### src/rtl/regfile_pkg.sv
// regfile_pkg: shared state encoding, defaults and packed-port helper for the register file
package regfile_pkg;

    typedef enum logic {CLEAR, RUN} state_t;

    localparam int A0_INDEX_DEFAULT = 10;
    localparam int NUM_READ_MAX     = 4;

    function automatic int rf_slice(input int port, input int width);
        return port * width;
    endfunction

endpackage

### src/rtl/regfile_busy_table.sv
// busy_table: per-register pending-writeback scoreboard with NUM_READ hazard lookups
module busy_table
    import regfile_pkg::*;
#(
    parameter int ADDRESS_WIDTH = 5,
    parameter int NUM_READ      = 2
) (
    input  logic                              clk,
    input  logic                              rst,
    input  logic                              en_i,
    input  logic                              set_en_i,
    input  logic [ADDRESS_WIDTH-1:0]          set_addr_i,
    input  logic                              clr_en_i,
    input  logic [ADDRESS_WIDTH-1:0]          clr_addr_i,
    input  logic [NUM_READ*ADDRESS_WIDTH-1:0] lk_addr_i,
    output logic [NUM_READ-1:0]               lk_busy_o
);

    localparam int DEPTH = 2 ** ADDRESS_WIDTH;

    logic [DEPTH-1:0] busy_q, busy_d;

    // writeback clears first so a same-cycle issue to the same register wins; x0 never busy
    always_comb begin
        busy_d = busy_q;
        if (en_i && clr_en_i) busy_d[clr_addr_i] = 1'b0;
        if (en_i && set_en_i) busy_d[set_addr_i] = 1'b1;
        busy_d[0] = 1'b0;
    end

    // scoreboard state, cleared by reset
    always_ff @(posedge clk) begin
        if (rst) busy_q <= '0;
        else     busy_q <= busy_d;
    end

    for (genvar i = 0; i < NUM_READ; i++) begin : g_lk
        logic [ADDRESS_WIDTH-1:0] a;
        assign a = lk_addr_i[rf_slice(i, ADDRESS_WIDTH) +: ADDRESS_WIDTH];
        assign lk_busy_o[i] = busy_q[a] & ~(en_i && clr_en_i && clr_addr_i == a && a != '0);
    end

endmodule

### src/rtl/regfile_scoreboard.sv
// regfile_scoreboard: multi-port register file with busy scoreboard and reset clear sequencer (option: REGFILE_BYPASS_EN)
module regfile_scoreboard
    import regfile_pkg::*;
#(
    parameter int ADDRESS_WIDTH = 5,
    parameter int DATA_WIDTH    = 32,
    parameter int NUM_READ      = 2,
    parameter int A0_INDEX      = A0_INDEX_DEFAULT
) (
    input  logic                              clk,
    input  logic                              rst,
    output logic                              ready,
    input  logic [NUM_READ*ADDRESS_WIDTH-1:0] rd_addr,
    output logic [NUM_READ*DATA_WIDTH-1:0]    rd_data,
    output logic [NUM_READ-1:0]               rd_busy,
    input  logic                              wr_en,
    input  logic [ADDRESS_WIDTH-1:0]          wr_addr,
    input  logic [DATA_WIDTH-1:0]             wr_data,
    input  logic                              iss_en,
    input  logic [ADDRESS_WIDTH-1:0]          iss_addr,
    output logic [DATA_WIDTH-1:0]             a0
);

    localparam int DEPTH = 2 ** ADDRESS_WIDTH;

    state_t                   state_q;
    logic [ADDRESS_WIDTH-1:0] cnt_q;
    logic                     ready_q;
    logic [DATA_WIDTH-1:0]    mem_q [DEPTH];
    logic                     wr_ok;
    logic [NUM_READ-1:0]      busy_raw;

    assign wr_ok = ready_q && wr_en && wr_addr != '0;

    // clear sequencer: walk every index once, then hold in RUN until reset
    always_ff @(posedge clk) begin
        if (rst) begin
            state_q <= CLEAR;
            cnt_q   <= '0;
            ready_q <= 1'b0;
        end else if (state_q == CLEAR) begin
            cnt_q <= cnt_q + 1'b1;
            if (cnt_q == '1) begin
                state_q <= RUN;
                ready_q <= 1'b1;
            end
        end
    end

    // data array: zeroed by the sequencer, then written back from the pipeline
    always_ff @(posedge clk) begin
        if (!rst && state_q == CLEAR) mem_q[cnt_q] <= '0;
        else if (!rst && wr_ok)       mem_q[wr_addr] <= wr_data;
    end

    busy_table #(
        .ADDRESS_WIDTH(ADDRESS_WIDTH),
        .NUM_READ     (NUM_READ)
    ) u_busy (
        .clk       (clk),
        .rst       (rst),
        .en_i      (ready_q),
        .set_en_i  (iss_en),
        .set_addr_i(iss_addr),
        .clr_en_i  (wr_en),
        .clr_addr_i(wr_addr),
        .lk_addr_i (rd_addr),
        .lk_busy_o (busy_raw)
    );

    for (genvar i = 0; i < NUM_READ; i++) begin : g_rd
        logic [ADDRESS_WIDTH-1:0] a;
        logic [DATA_WIDTH-1:0]    v;
        assign a = rd_addr[rf_slice(i, ADDRESS_WIDTH) +: ADDRESS_WIDTH];
`ifdef REGFILE_BYPASS_EN
        assign v = (wr_ok && wr_addr == a) ? wr_data : mem_q[a];
`else
        assign v = mem_q[a];
`endif
        assign rd_data[rf_slice(i, DATA_WIDTH) +: DATA_WIDTH] = (ready_q && a != '0) ? v : '0;
    end

    assign ready   = ready_q;
    assign rd_busy = ready_q ? busy_raw : '0;
    assign a0      = ready_q ? mem_q[ADDRESS_WIDTH'(A0_INDEX)] : '0;

endmodule

### config.mk
export PLATFORM = sky130hd
export DESIGN_NAME = regfile_scoreboard
export DESIGN_NICKNAME = d
export VERILOG_FILES = /design/src/rtl/regfile_pkg.sv /design/src/rtl/regfile_busy_table.sv /design/src/rtl/regfile_scoreboard.sv
export SDC_FILE = /design/constraint.sdc
export NUM_CORES = 1
export LEC_CHECK = 0
export CAP_MARGIN = 0
export CELL_PAD_IN_SITES_DETAIL_PLACEMENT = 1
export CELL_PAD_IN_SITES_GLOBAL_PLACEMENT = 1
export CORE_MARGIN = 2
export CORE_UTILIZATION = 55
export DETAILED_ROUTE_END_ITERATION = 10
export PLACE_DENSITY_LB_ADDON = 0.1
export SYNTH_ARGS = -nofsm -noshare
export SYNTH_HDL_FRONTEND = slang
export SYNTH_SLANG_ARGS = --single-unit
### constraint.sdc
create_clock -name clk -period 4.2 [get_ports clk]
set_input_delay 0.84 -clock clk [delete_from_list [all_inputs] [get_ports clk]]
set_output_delay 0.84 -clock clk [all_outputs]
set_load 0.01 [all_outputs]
==> impl_metrics.json <==
{
  "hold_class": "reg -> reg",
  "max_stage_delay_ns": 0.71,
  "drtIter0Drc": 3948,
  "hold_viol": 0,
  "synthXorXnorAreaFrac_pct": 0.193,
  "tightest_slew_ns": 1.29,
  "crit_start": "rd_addr[4]",
  "start_util_pct": 55.5,
  "critPathArrivalTime_ns": 3.31,
  "nets": 2850,
  "synth.avg_cell_area_um2": 20.0,
  "rows": 110,
  "core_um2": 90000,
  "synth-simple-area-share_pct": 2.30,
  "critPathTopFamily": "buffers and inverters",
  "crit_path_cell_trace": "clkdlybuf4s50_1, or4b_2, buf_12, buf_12, o22a_1, o221ai_1, clkdlybuf4s50_1",
  "fin_util_pct": 65.2,
  "areaGrowthSynthToFinish_pct": 17.4,
  "routed_wl_mm": 158,
  "cp_slowest_cell": "or4b_2",
  "min-delay-start": "u_busy.busy_q[7]",
  "status": "finished clean",
  "cp.required_ns": 3.36,
  "relSlewSlack_pct": 11.8,
  "synth_cell_types": 49,
  "ys_ff_latch": 1062,
  "clk_path_buf_depth": 3,
  "nFillCells": 7332,
  "synth.most_common_cell": "edfxtp_1",
  "die_w_um": 305,
  "finalCritPeriodShare_pct": 98.9,
  "worstPathMaxFanout": 22,
  "drive_gt1_share_pct": 33.6,
  "grt_pass1_vias": 31500,
  "cts_made_buffers": 112,
  "rsz0062_at_grt": "no",
  "drcViolationCount": 0,
  "hold_ws_ns": 0.499,
  "yosysTopAreaCell": "edfxtp_1",
  "dieArea_um2": 93300,
  "die_h_um": 305,
  "buffer_ports.inserted": 154,
  "max_freq_mhz": 241,
  "syn_nets": 2559,
  "ys_warn_count": 0,
  "synth-edff-count": 1024,
  "ant_nets": 0,
  "detailroute.via_count": 29300,
  "fin_total_pwr_mw": 22.8,
  "multiInputGateArea_um2": 17700,
  "synth_top_family_by_area": "multiplexers",
  "synth-compound-area-share_pct": 3.13,
  "synthesis.instances": 2501,
  "tritoncts": "done",
  "report.final.slew_viol_count": 0,
  "htree_levels": 3,
  "grt_overflow": 0,
  "async_reset_ff_share_pct": 0,
  "synth.area.mux_share_pct": 29.2,
  "grt_usage_pct": 34.4,
  "cts-root-buf": "clkbuf_16",
  "grt_max_degree": 73,
  "p_leak_nw": 17.0,
  "seqCellArea_um2": 31500,
  "cap_violations": 0,
  "clk_latency_ns": 0.70,
  "ys_seq_area_share_pct": 63.1,
  "powerDensity_nw_per_um2": 388,
  "ioPinCount": 155,
  "synth-adder-area-share_pct": 0.0501,
  "yosys-top-cells-area": "edfxtp_1, mux4_2, mux2i_1",
  "antenna_found_initial": 5,
  "gp_congestion": 0.841,
  "ir_drop_mv": 0.382,
  "syn-cell-area_um2": 50000,
  "first_pass_iters": 5,
  "grt_pass1_wl_mm": 228,
  "routed_via_density": 7.22,
  "tns_ns": 0,
  "synth_top_area_share_pct": 61.5,
  "clock-sinks": 1062,
  "setup_viol": 0,
  "ys.flop_type": "edfxtp_1",
  "worstSetupStartpointType": "input pin",
  "post-route-min-period_ns": 4.15,
  "end_kind": "primary output",
  "synth.top_cells.by_count": "edfxtp_1, mux4_2, mux2i_1",
  "cts.clk_slew.worst_paths_ns": 0.07,
  "reg2reg_from": "state_q",
  "ctsHoldBuffers": 0,
  "wl_per_cell_um": 38.8,
  "fin_skew_ns": 0.0178,
  "criticalPathCategory": "in -> out",
  "dp_hpwl_mm": 92.9,
  "worst-path-buf-inv": 4
}
metal layers:
metal / track usage [%] / vias to the layer above / wire length (um)
met4: 14.2 / 6 / 6810
met2: 56.1 / 1803 / 78100
met5: 0 / - / 34
met1: 46.5 / 15700 / 58100
met3: 5.91 / 381 / 14700
li1: - / 11400 / -
where the power goes:
part           internal (mW)  total (mW)  switching, mW
sequential              11.5        11.6         0.0400
combinational          0.575        1.25          0.672
clock                   5.75        9.97           4.22
total                   17.8        22.8           4.93
final cells by class:
type / instances / share of cell area (%)
repair buffers: 377 / 7.34
diodes: 2 / 0.00853
multi-input cells: 1235 / 30.2
well taps: 1176 / 2.51
clock buffers: 136 / 4.98
flip-flops and latches: 1062 / 53.7
inverters: 4 / 0.0256
clock inverters: 73 / 1.24
metrics by stage:
step	area, um^2	worst slack [ns]	instances
2_1_floorplan	50000	0.348	2501
3_3_place_gp	55000	0.0231	3854
3_5_place_dp	55000	0.0238	3854
4_1_cts	58700	0.0243	4063
5_1_grt	58700	0.00356	4063
6_report	58700	0.0458	4065
worst paths after layout:
check                     end  slack [ns]  cells after the start
max               rd_data[12]        0.05                      7
min          u_busy.busy_q[7]        0.50                      2
max reg2reg      mem_q[3][13]        1.15                      5
min reg2reg  u_busy.busy_q[7]        0.50                      2
worst reg2reg max path: cells and delay by family, from the launching register on:
kind	cells	cell delay, ns
compound gates	1	0.54
buf+inv	2	0.48
flops	1	0.56
mux	1	1.09
simple gates	1	0.06
cells in the final DEF, fill, tap and decap left out, types with 3 or more instances in the layout:
cell and count:
nor2_1 19, inv_1 3, nand2_1 38, clkdlybuf4s50_1 143, inv_6 6, nand3b_1 10
o221ai_1 64, clkbuf_1 22, buf_4 139, o21ai_0 32, xor2_1 5, nor3_1 7
nor2_4 32, and3b_1 3, mux2_2 10, and2_1 64, buf_8 4, nand4_1 3
nand3_2 3, nor3b_1 7, clkbuf_8 3, a21oi_1 32, o21bai_2 3, buf_12 84
mux4_2 526, bufinv_16 13, clkinv_2 21, clkinv_1 27, xnor2_1 6, edfxtp_1 1024
clkbuf_16 113, or3_1 5, mux2i_1 265, dlymetal6s2s_1 5, o22a_1 64, dfxtp_1 37
nand3_1 9
sequential cells by signal, summed over array words and instances, names as in the netlist:
name / count
u_busy.busy_q: 31
ready: 1
state_q: 1
mem_q: 1024
cnt_q: 5
cells by family after synthesis:
group | count (synthesis)
adders and majority gates | 2
buffers and inverters | 204
DFF | 1062
and+or+nand+nor | 216
xor gates and xnor gates | 11
AOI/OAI and AO/OA | 205
muxes | 801
repair_timing:
action,4_1_cts,5_1_grt
buffers inserted,0,0
setup endpoints to repair,0,5
resized for setup,0,5
hold endpoints to repair,0,0
(Power assumes the default switching activity.)
